--- config.mk ---
export PLATFORM = sky130hd
export DESIGN_NAME = instr_fetch_dispatch
export DESIGN_NICKNAME = d
export VERILOG_FILES = /design/src/rtl/instr_fetch_dispatch.sv
export SDC_FILE = /design/constraint.sdc
export NUM_CORES = 1
export LEC_CHECK = 0
export CAP_MARGIN = 15
export CORE_UTILIZATION = 47
export DETAILED_ROUTE_END_ITERATION = 10
export PLACE_DENSITY_LB_ADDON = 0.3
export RECOVER_POWER = 100
export SLEW_MARGIN = 20
export SYNTH_ARGS = -nofsm -noshare
export SYNTH_HDL_FRONTEND = slang
export SYNTH_SLANG_ARGS = --single-unit
--- constraint.sdc ---
create_clock -name clk -period 2.3 [get_ports clk]
set_clock_uncertainty 0.1 [all_clocks]
set_input_delay 0.575 -clock clk [delete_from_list [all_inputs] [get_ports clk]]
set_output_delay 0.575 -clock clk [all_outputs]
set_load 0.02 [all_outputs]
--- src/rtl/instr_fetch_dispatch.sv ---
// -----------------------------------------------------------------------------
// instr_fetch_dispatch
//
// Front end of the bus-based microcontroller. Owns the program counter and
// fetches 16-bit instruction words over a req/ack handshake. Each word is
// presented on ir_o to the execution FSMs until they pulse exec_done_i. A
// one-cycle all-zero bubble between instructions lets every execution FSM
// return to idle before the next word appears.
//
// Optional build macro: WATCHDOG_EN. When defined, an EXEC-cycle counter
// halts the core with wdt_err_o if exec_done_i has not arrived within
// TIMEOUT cycles. When undefined, EXEC waits indefinitely and wdt_err_o is 0.
//
// Ports:
//   clk              system clock, all state on rising edge
//   rst              asynchronous, active-high reset
//   mem_addr_o       fetch address (always equals pc_o)
//   mem_req_o        fetch request, high for the whole FETCH state
//   mem_ack_i        memory ack; mem_rdata_i valid in the same cycle
//   mem_rdata_i      fetched instruction word
//   ir_o             instruction bus to the execution FSMs
//   pc_o             current program counter
//   pc_inc_i         PC increment strobe (honoured in EXEC only)
//   pc_load_i        branch load strobe (honoured in EXEC only, beats pc_inc_i)
//   pc_load_val_i    branch target
//   exec_done_i      execution complete (honoured in EXEC only)
//   halted_o         core stopped
//   illegal_o        sticky illegal-opcode flag
//   wdt_err_o        sticky watchdog flag
//
// States:
//   RESET_BUBBLE | ir = 0 for one cycle after reset
//   FETCH        | mem_req high until mem_ack, word captured in hold register
//   DECODE       | classify captured word: illegal / HALT / NOP / execute
//   EXEC         | ir held, PC strobes applied, wait for exec_done
//   BUBBLE       | ir = 0 for one cycle between instructions
//   HALT         | absorbing until reset
// -----------------------------------------------------------------------------
module instr_fetch_dispatch #(
    parameter int          ADDR_W     = 8,
    parameter logic [15:0] LEGAL_MASK = 16'h8007,
    parameter int          TIMEOUT    = 32
) (
    input  logic              clk,
    input  logic              rst,
    output logic [ADDR_W-1:0] mem_addr_o,
    output logic              mem_req_o,
    input  logic              mem_ack_i,
    input  logic [15:0]       mem_rdata_i,
    output logic [15:0]       ir_o,
    output logic [ADDR_W-1:0] pc_o,
    input  logic              pc_inc_i,
    input  logic              pc_load_i,
    input  logic [ADDR_W-1:0] pc_load_val_i,
    input  logic              exec_done_i,
    output logic              halted_o,
    output logic              illegal_o,
    output logic              wdt_err_o
);

    typedef enum logic [2:0] {
        S_RESET_BUBBLE = 3'd0,
        S_FETCH        = 3'd1,
        S_DECODE       = 3'd2,
        S_EXEC         = 3'd3,
        S_BUBBLE       = 3'd4,
        S_HALT         = 3'd5
    } state_t;

    state_t            state_q, state_d;
    logic [ADDR_W-1:0] pc_q, pc_d;
    logic [15:0]       ir_q, ir_d;
    logic [15:0]       hold_q, hold_d;
    logic              illegal_q, illegal_d;

    logic [3:0]        dec_op;
    logic              dec_legal;
    logic              wdt_fire;

    assign dec_op    = hold_q[15:12];
    assign dec_legal = LEGAL_MASK[dec_op];

`ifdef WATCHDOG_EN
    localparam int CNT_W = $clog2(TIMEOUT + 1);

    logic [CNT_W-1:0] wdt_cnt_q, wdt_cnt_d;
    logic             wdt_err_q, wdt_err_d;

    // Counter reads k-1 in the k-th EXEC cycle, so the TIMEOUT-th cycle is the
    // last one; exec_done in that same cycle still takes precedence.
    always_comb begin
        wdt_cnt_d = '0;
        if (state_q == S_EXEC) begin
            wdt_cnt_d = wdt_cnt_q + CNT_W'(1);
        end
    end

    assign wdt_fire  = (state_q == S_EXEC) && !exec_done_i &&
                       (wdt_cnt_q == CNT_W'(TIMEOUT - 1));
    assign wdt_err_d = wdt_err_q | wdt_fire;

    always_ff @(posedge clk or posedge rst) begin
        if (rst) begin
            wdt_cnt_q <= '0;
            wdt_err_q <= 1'b0;
        end else begin
            wdt_cnt_q <= wdt_cnt_d;
            wdt_err_q <= wdt_err_d;
        end
    end

    assign wdt_err_o = wdt_err_q;
`else
    assign wdt_fire  = 1'b0;
    assign wdt_err_o = 1'b0;
`endif

    // State register
    always_ff @(posedge clk or posedge rst) begin
        if (rst) begin
            state_q <= S_RESET_BUBBLE;
        end else begin
            state_q <= state_d;
        end
    end

    // Next-state logic
    always_comb begin
        state_d = state_q;
        case (state_q)
            S_RESET_BUBBLE: state_d = S_FETCH;
            S_FETCH: begin
                if (mem_ack_i) begin
                    state_d = S_DECODE;
                end
            end
            S_DECODE: begin
                if (!dec_legal) begin
                    state_d = S_HALT;
                end else if (dec_op == 4'hF) begin
                    state_d = S_HALT;
                end else if (dec_op == 4'h0) begin
                    state_d = S_BUBBLE;
                end else begin
                    state_d = S_EXEC;
                end
            end
            S_EXEC: begin
                if (exec_done_i) begin
                    state_d = S_BUBBLE;
                end else if (wdt_fire) begin
                    state_d = S_HALT;
                end
            end
            S_BUBBLE: state_d = S_FETCH;
            S_HALT:   state_d = S_HALT;
            default:  state_d = S_HALT;
        endcase
    end

    // FSM outputs
    always_comb begin
        mem_req_o = (state_q == S_FETCH);
        halted_o  = (state_q == S_HALT);
    end

    // Datapath next values
    always_comb begin
        hold_d    = hold_q;
        pc_d      = pc_q;
        ir_d      = 16'h0000;
        illegal_d = illegal_q;

        if (state_q == S_FETCH && mem_ack_i) begin
            hold_d = mem_rdata_i;
        end

        if (state_q == S_DECODE) begin
            if (!dec_legal) begin
                illegal_d = 1'b1;
            end else if (dec_op == 4'h0) begin
                pc_d = pc_q + ADDR_W'(1);
            end
        end

        if (state_q == S_EXEC) begin
            if (pc_load_i) begin
                pc_d = pc_load_val_i;
            end else if (pc_inc_i) begin
                pc_d = pc_q + ADDR_W'(1);
            end
        end

        // ir is non-zero only while staying in (or entering) EXEC
        if (state_d == S_EXEC) begin
            if (state_q == S_DECODE) begin
                ir_d = hold_q;
            end else begin
                ir_d = ir_q;
            end
        end
    end

    always_ff @(posedge clk or posedge rst) begin
        if (rst) begin
            pc_q      <= '0;
            ir_q      <= 16'h0000;
            hold_q    <= 16'h0000;
            illegal_q <= 1'b0;
        end else begin
            pc_q      <= pc_d;
            ir_q      <= ir_d;
            hold_q    <= hold_d;
            illegal_q <= illegal_d;
        end
    end

    assign mem_addr_o = pc_q;
    assign pc_o       = pc_q;
    assign ir_o       = ir_q;
    assign illegal_o  = illegal_q;

endmodule

# Word level (Yosys, flattened, before mapping)
# Memory sizes are Yosys's and may differ from the RTL's.
# Index checks and enable logic that the tools add are counted.
dict set report totals {
  register_bits 44
  romBits 16
  in_bits 30
  word_cells 37
  memories 1
}
dict set report op_classes {
  addsub 1
  order_cmp 1
  n_eq_ne 8
  n_mux 15
  bitwise 1
  reduce_logical 5
}
# name words word_bits rd rd_ports_with_merged_regs write_ports line_no
set mem_list {}
lappend mem_list {{(name not given)} 16 1 1 0 0 81} ;# assign dec_legal = LEGAL_MASK[dec_op];
# cell n
set ops {}
lappend ops {{2-to-1 mux 8 bit} 6}
lappend ops {{2-to-1 mux 16 bit} 2}
lappend ops {{2-to-1 mux 3 bit} 5}
lappend ops {{one-hot mux 3 bit (4 select lines)} 1}
lappend ops {{== test 3 x 2 -> 1 bit, second input constant} 3}
lappend ops {{adder 8 x 1 -> 8 bit, second input constant} 1}
lappend ops {{== test 3 bit, second input constant} 2}
lappend ops {{less-than comparator 4 x 5 -> 1 bit, second input constant} 1}
lappend ops {{== test 4 bit, second input constant} 1}
lappend ops {{zero test 4 bit} 1}
lappend ops {{== test 3 x 1 -> 1 bit, second input constant} 1}
lappend ops {{zero test 3 bit} 1}
lappend ops {{!= test 2 bit, second input constant} 1}
lappend ops {{AND reduction 2 bit} 1}
lappend ops {{OR reduction 2 bit} 1}
lappend ops {{logical AND 1 bit} 1}
lappend ops {{2-to-1 mux 1 bit} 1}
lappend ops {{inverter 1 bit} 1}

# Depth between registers and ports, before layout
dict set report depth {
  depth_word 7
  mapped_depth 7
  mapped_depth_nobuf 5
}

# Worst setup path before layout
# OpenSTA, ideal clock, no wires.
dict set report synth_timing {
  path_type {register to register}
  startpoint {register state_q[1]}
  endpoint {register hold_q[0]}
  setup_ns 0.128
  arrival_time_ns 1.584
  t_required_ns 2.072
  path_slack_ns 0.488
  path_stages_with_launch 7
  path_buffers 2
  synth_period_minus_slack_ns 1.812
  path_cell_list {dfrtp_1 buf_2 inv_2 nand2_1 nor2_1 buf_2 mux2_1}
}
dict set report synth_via {
  elab_chain_cells 2
}
# item line_no
set synth_rtl {}
lappend synth_rtl {{start, declared} 70} ;# state_t state_q, state_d;
lappend synth_rtl {{start signal, assigned} 123} ;# state_q <= state_d;
lappend synth_rtl {{== test 3 x 1 -> 1 bit} 174} ;# if (state_q == S_FETCH && mem_ack_i) begin
lappend synth_rtl {{logical AND 1 bit} 174}
lappend synth_rtl {{end signal, assigned} 213} ;# hold_q <= hold_d;
lappend synth_rtl {{end, declared} 73} ;# logic [15:0] hold_q, hold_d;
# Every way passes these cells.
# A chain may end at the register's enable or synchronous reset.

# Final worst setup path
dict set report layout_timing {
  startpoint {register pc_q[0], in the netlist mem_addr_o[0]}
  endpoint {output pc_o[0]}
}
# item line_no
set layout_rtl {}
lappend layout_rtl {{start, declared} 71} ;# logic [ADDR_W-1:0] pc_q, pc_d;
lappend layout_rtl {{start signal, assigned} 211} ;# pc_q <= pc_d;
lappend layout_rtl {{end, declared} 51} ;# output logic [ADDR_W-1:0] pc_o,
# No word-level cell between the ends.

==> flow_summary.toml <==
[die]
io_pins = 66
fp-row-count = 24
start_util_pct = 49.8
die_area_um2 = 4950
chipHeight_um = 70.4
core_area_um2 = 4410
die_w_um = 70.4

[synthesis]
synth.avg_cell_area_um2 = 10.3
yosys_warnings = 0
async_flop_share_pct = 100
ys.flop_type = "dfrtp_1"
ys_seq_elements = 44
syn_area_um2 = 2200
synth_edf_count = 0
synthCells = 213
synth_nets = 244
synth_cell_types = 46
seq_area_frac_synth_pct = 50.1

[global_route]
grt_pass1_wl_um = 8140
grt_use_total_pct = 20.8
grt_max_degree = 28
antenna_found_initial = 0
grt_pass1_vias = 1788
grt_overflow_total = 0

[worst_setup_path]
cp_top_family = "buffers and inverters"
critical_path_class = "flip-flop to output port"
crit_path_end_kind = "output port"
crit_arrival_ns = 1.51
cp_slowest_stage_delay_ns = 0.72
worstPathRequired_ns = 1.62
cp_max_fo = 9
timing.critical_path.buf_inv = 1
crit_slowest_cell = "dlygate4sd3_1"
setup.worst_path.start_class = "flip-flop"
crit_chain = "dlygate4sd3_1"

[status]
status = "finished clean"

[layout]
post-route-util_pct = 65.2
nets = 303
fin_area_um2 = 2880
syn2layout_area_growth_pct = 31.0
nFillCells = 371
insertedDiodeCount = 0
drive_gt1_share_pct = 9.93

[placement]
dpl_cell_area_um2 = 2860
gp_congestion = 0.779
dp_hpwl_um = 3360
portBuffers = 64

[detailed_routing]
avgViaCountPerCell = 5.50
drt-total-wl_um = 4750
drt_first_iter_violations = 96
postRouteAntennaNets = 0
post-route-drc-count = 0
wl_per_cell_um = 14.7
dr_total_vias = 1781
first_pass_iters = 4

[clock_network]
clk_pin_slew_worst_paths_ns = 0.08
cts_setup_buffers = 0
cts_made_buffers = 5
holdBufCountCts = 0
cts_sinks = 44
clkLatencyLatePin_ns = 0.29
cts_root_buffer = "clkbuf_8"
post_cts_resized = 2
cts_tree = "done"
clock_path_buffers = 2
h-tree-depth = 2

[timing]
fin_tns_setup_ns = 0
slew_viol_final = 0
max_freq_mhz = 459
rsz0062_at_grt = "false"
tightest_slew_ns = 0.755
slew_headroom_pct = 49.6
min_period_ns = 2.18
setup_viol = 0
hold_viol = 0
fin_crit_sh_pct = 94.8

[run]
maxCapViolations = 0

[worst_hold_path]
hp-class = "flip-flop to flip-flop"

[pwr]
ir_drop_v = 0.000491
power.density_nw_per_um2 = 1060
p_leak_nw = 1.21
cells in the final DEF, fill, tap and decap left out, drive strengths merged, types with 2 or more instances in the layout:
cell type and n:
nor2 8, nand2b 3, nand2 44, and3 2
mux2 16, buf 6, clkbuf 8, o21ai 6
or3 4, nor3b 2, nand3 4, clkdlybuf4s50 27
a31oi 2, nand3b 2, o22ai 3, dlygate4sd3 35
inv 3, nor4 3, nand4 2, xnor2 2
nor3 3, a21oi 24, a21o 3, mux2i 2
dfrtp 44, dlygate4sd2 2
cells by family after synthesis:
logic type	synth area share, %
simple gates	18.2
compound gates	14.2
flops	50.1
buf+inv	6.21
mux	9.68
xor+xnor	0.797
fa+ha+maj	0.569
other cells	0.171
synth_stat cells, types with 4 or more instances:
cell type | number | area [um2]
dfrtp_1 | 44 | 1100
mux2_2 | 6 | 67.6
nand3_1 | 4 | 20.0
a21oi_1 | 14 | 70.1
buf_4 | 9 | 67.6
mux2_1 | 10 | 113
buf_2 | 4 | 20.0
nand2_1 | 44 | 165
nor2_1 | 8 | 30.0
clkbuf_1 | 4 | 15.0
o21ai_1 | 4 | 20.0
a21oi_2 | 10 | 87.6
worst paths after layout:
| path | startpoint | to | slack, ns | depth (start not counted) |
|---|---|---|---|---|
| setup reg to reg | state_q[0]$_DFF_PP0_ | mem_addr_o[0]$_DFF_PP0_ | 0.23 | 6 |
| min in group asynchronous | rst | ir_o[1]$_DFFE_PP0P_ | 0.75 | 2 |
| hold reg to reg | hold_q[6]$_DFFE_PP0P_ | hold_q[6]$_DFFE_PP0P_ | 0.39 | 1 |
| hold / removal | hold_q[6]$_DFFE_PP0P_ | hold_q[6]$_DFFE_PP0P_ | 0.39 | 1 |
| setup / recovery | mem_addr_o[0]$_DFF_PP0_ | pc_o[0] | 0.12 | 1 |
| max in group asynchronous | rst | hold_q[9]$_DFFE_PP0P_ | 0.76 | 3 |
stage by stage:
stage	hold WS, ns	cells	total power [mW]	setup slack (ns)
CTS	0.393	324	3.21	0.163
finish	0.388	324	3.05	0.119
floorplan	0.358	213	2.23	0.488
global placement	0.367	317	2.67	0.222
detailed placement	0.375	317	2.71	0.176
global route	0.399	324	3.24	0.0543
sequential cells by signal (all words and copies together) (netlist names):
name	count
hold_q	16
illegal_o	1
ir_o	16
mem_addr_o	8
state_q	3
area by class of cell:
cell class / count / area (um2) / share of cell area (%)
timing repair buffer: 71 / 701 / 24.3
sequential: 44 / 1100 / 38.3
multi-input combinational: 147 / 903 / 31.4
clock buffer: 7 / 96.3 / 3.35
inverter: 3 / 11.3 / 0.391
tap: 52 / 65.1 / 2.26
metal layers:
| metal | routed length, um | share of wire, % | up-vias | global-route usage [%] |
|---|---|---|---|---|
| met5 | 0 | 0 | - | 0 |
| met2 | 2400 | 51 | 51 | 34.4 |
| met4 | 51 | 1.1 | 0 | 8.22 |
| met3 | 259 | 5.5 | 4 | 4.91 |
| met1 | 2040 | 43 | 876 | 26.2 |
| li1 | - | - | 850 | - |
where the power goes:
group	leakage (nW)	total, mW	switching [mW]	internal (mW)
combinational	0.612	1.24	0.634	0.603
clock	0.0503	0.511	0.244	0.267
sequential	0.551	1.30	0.279	1.02
total	1.21	3.05	1.16	1.89
Power figures use the tool's default switching activity.
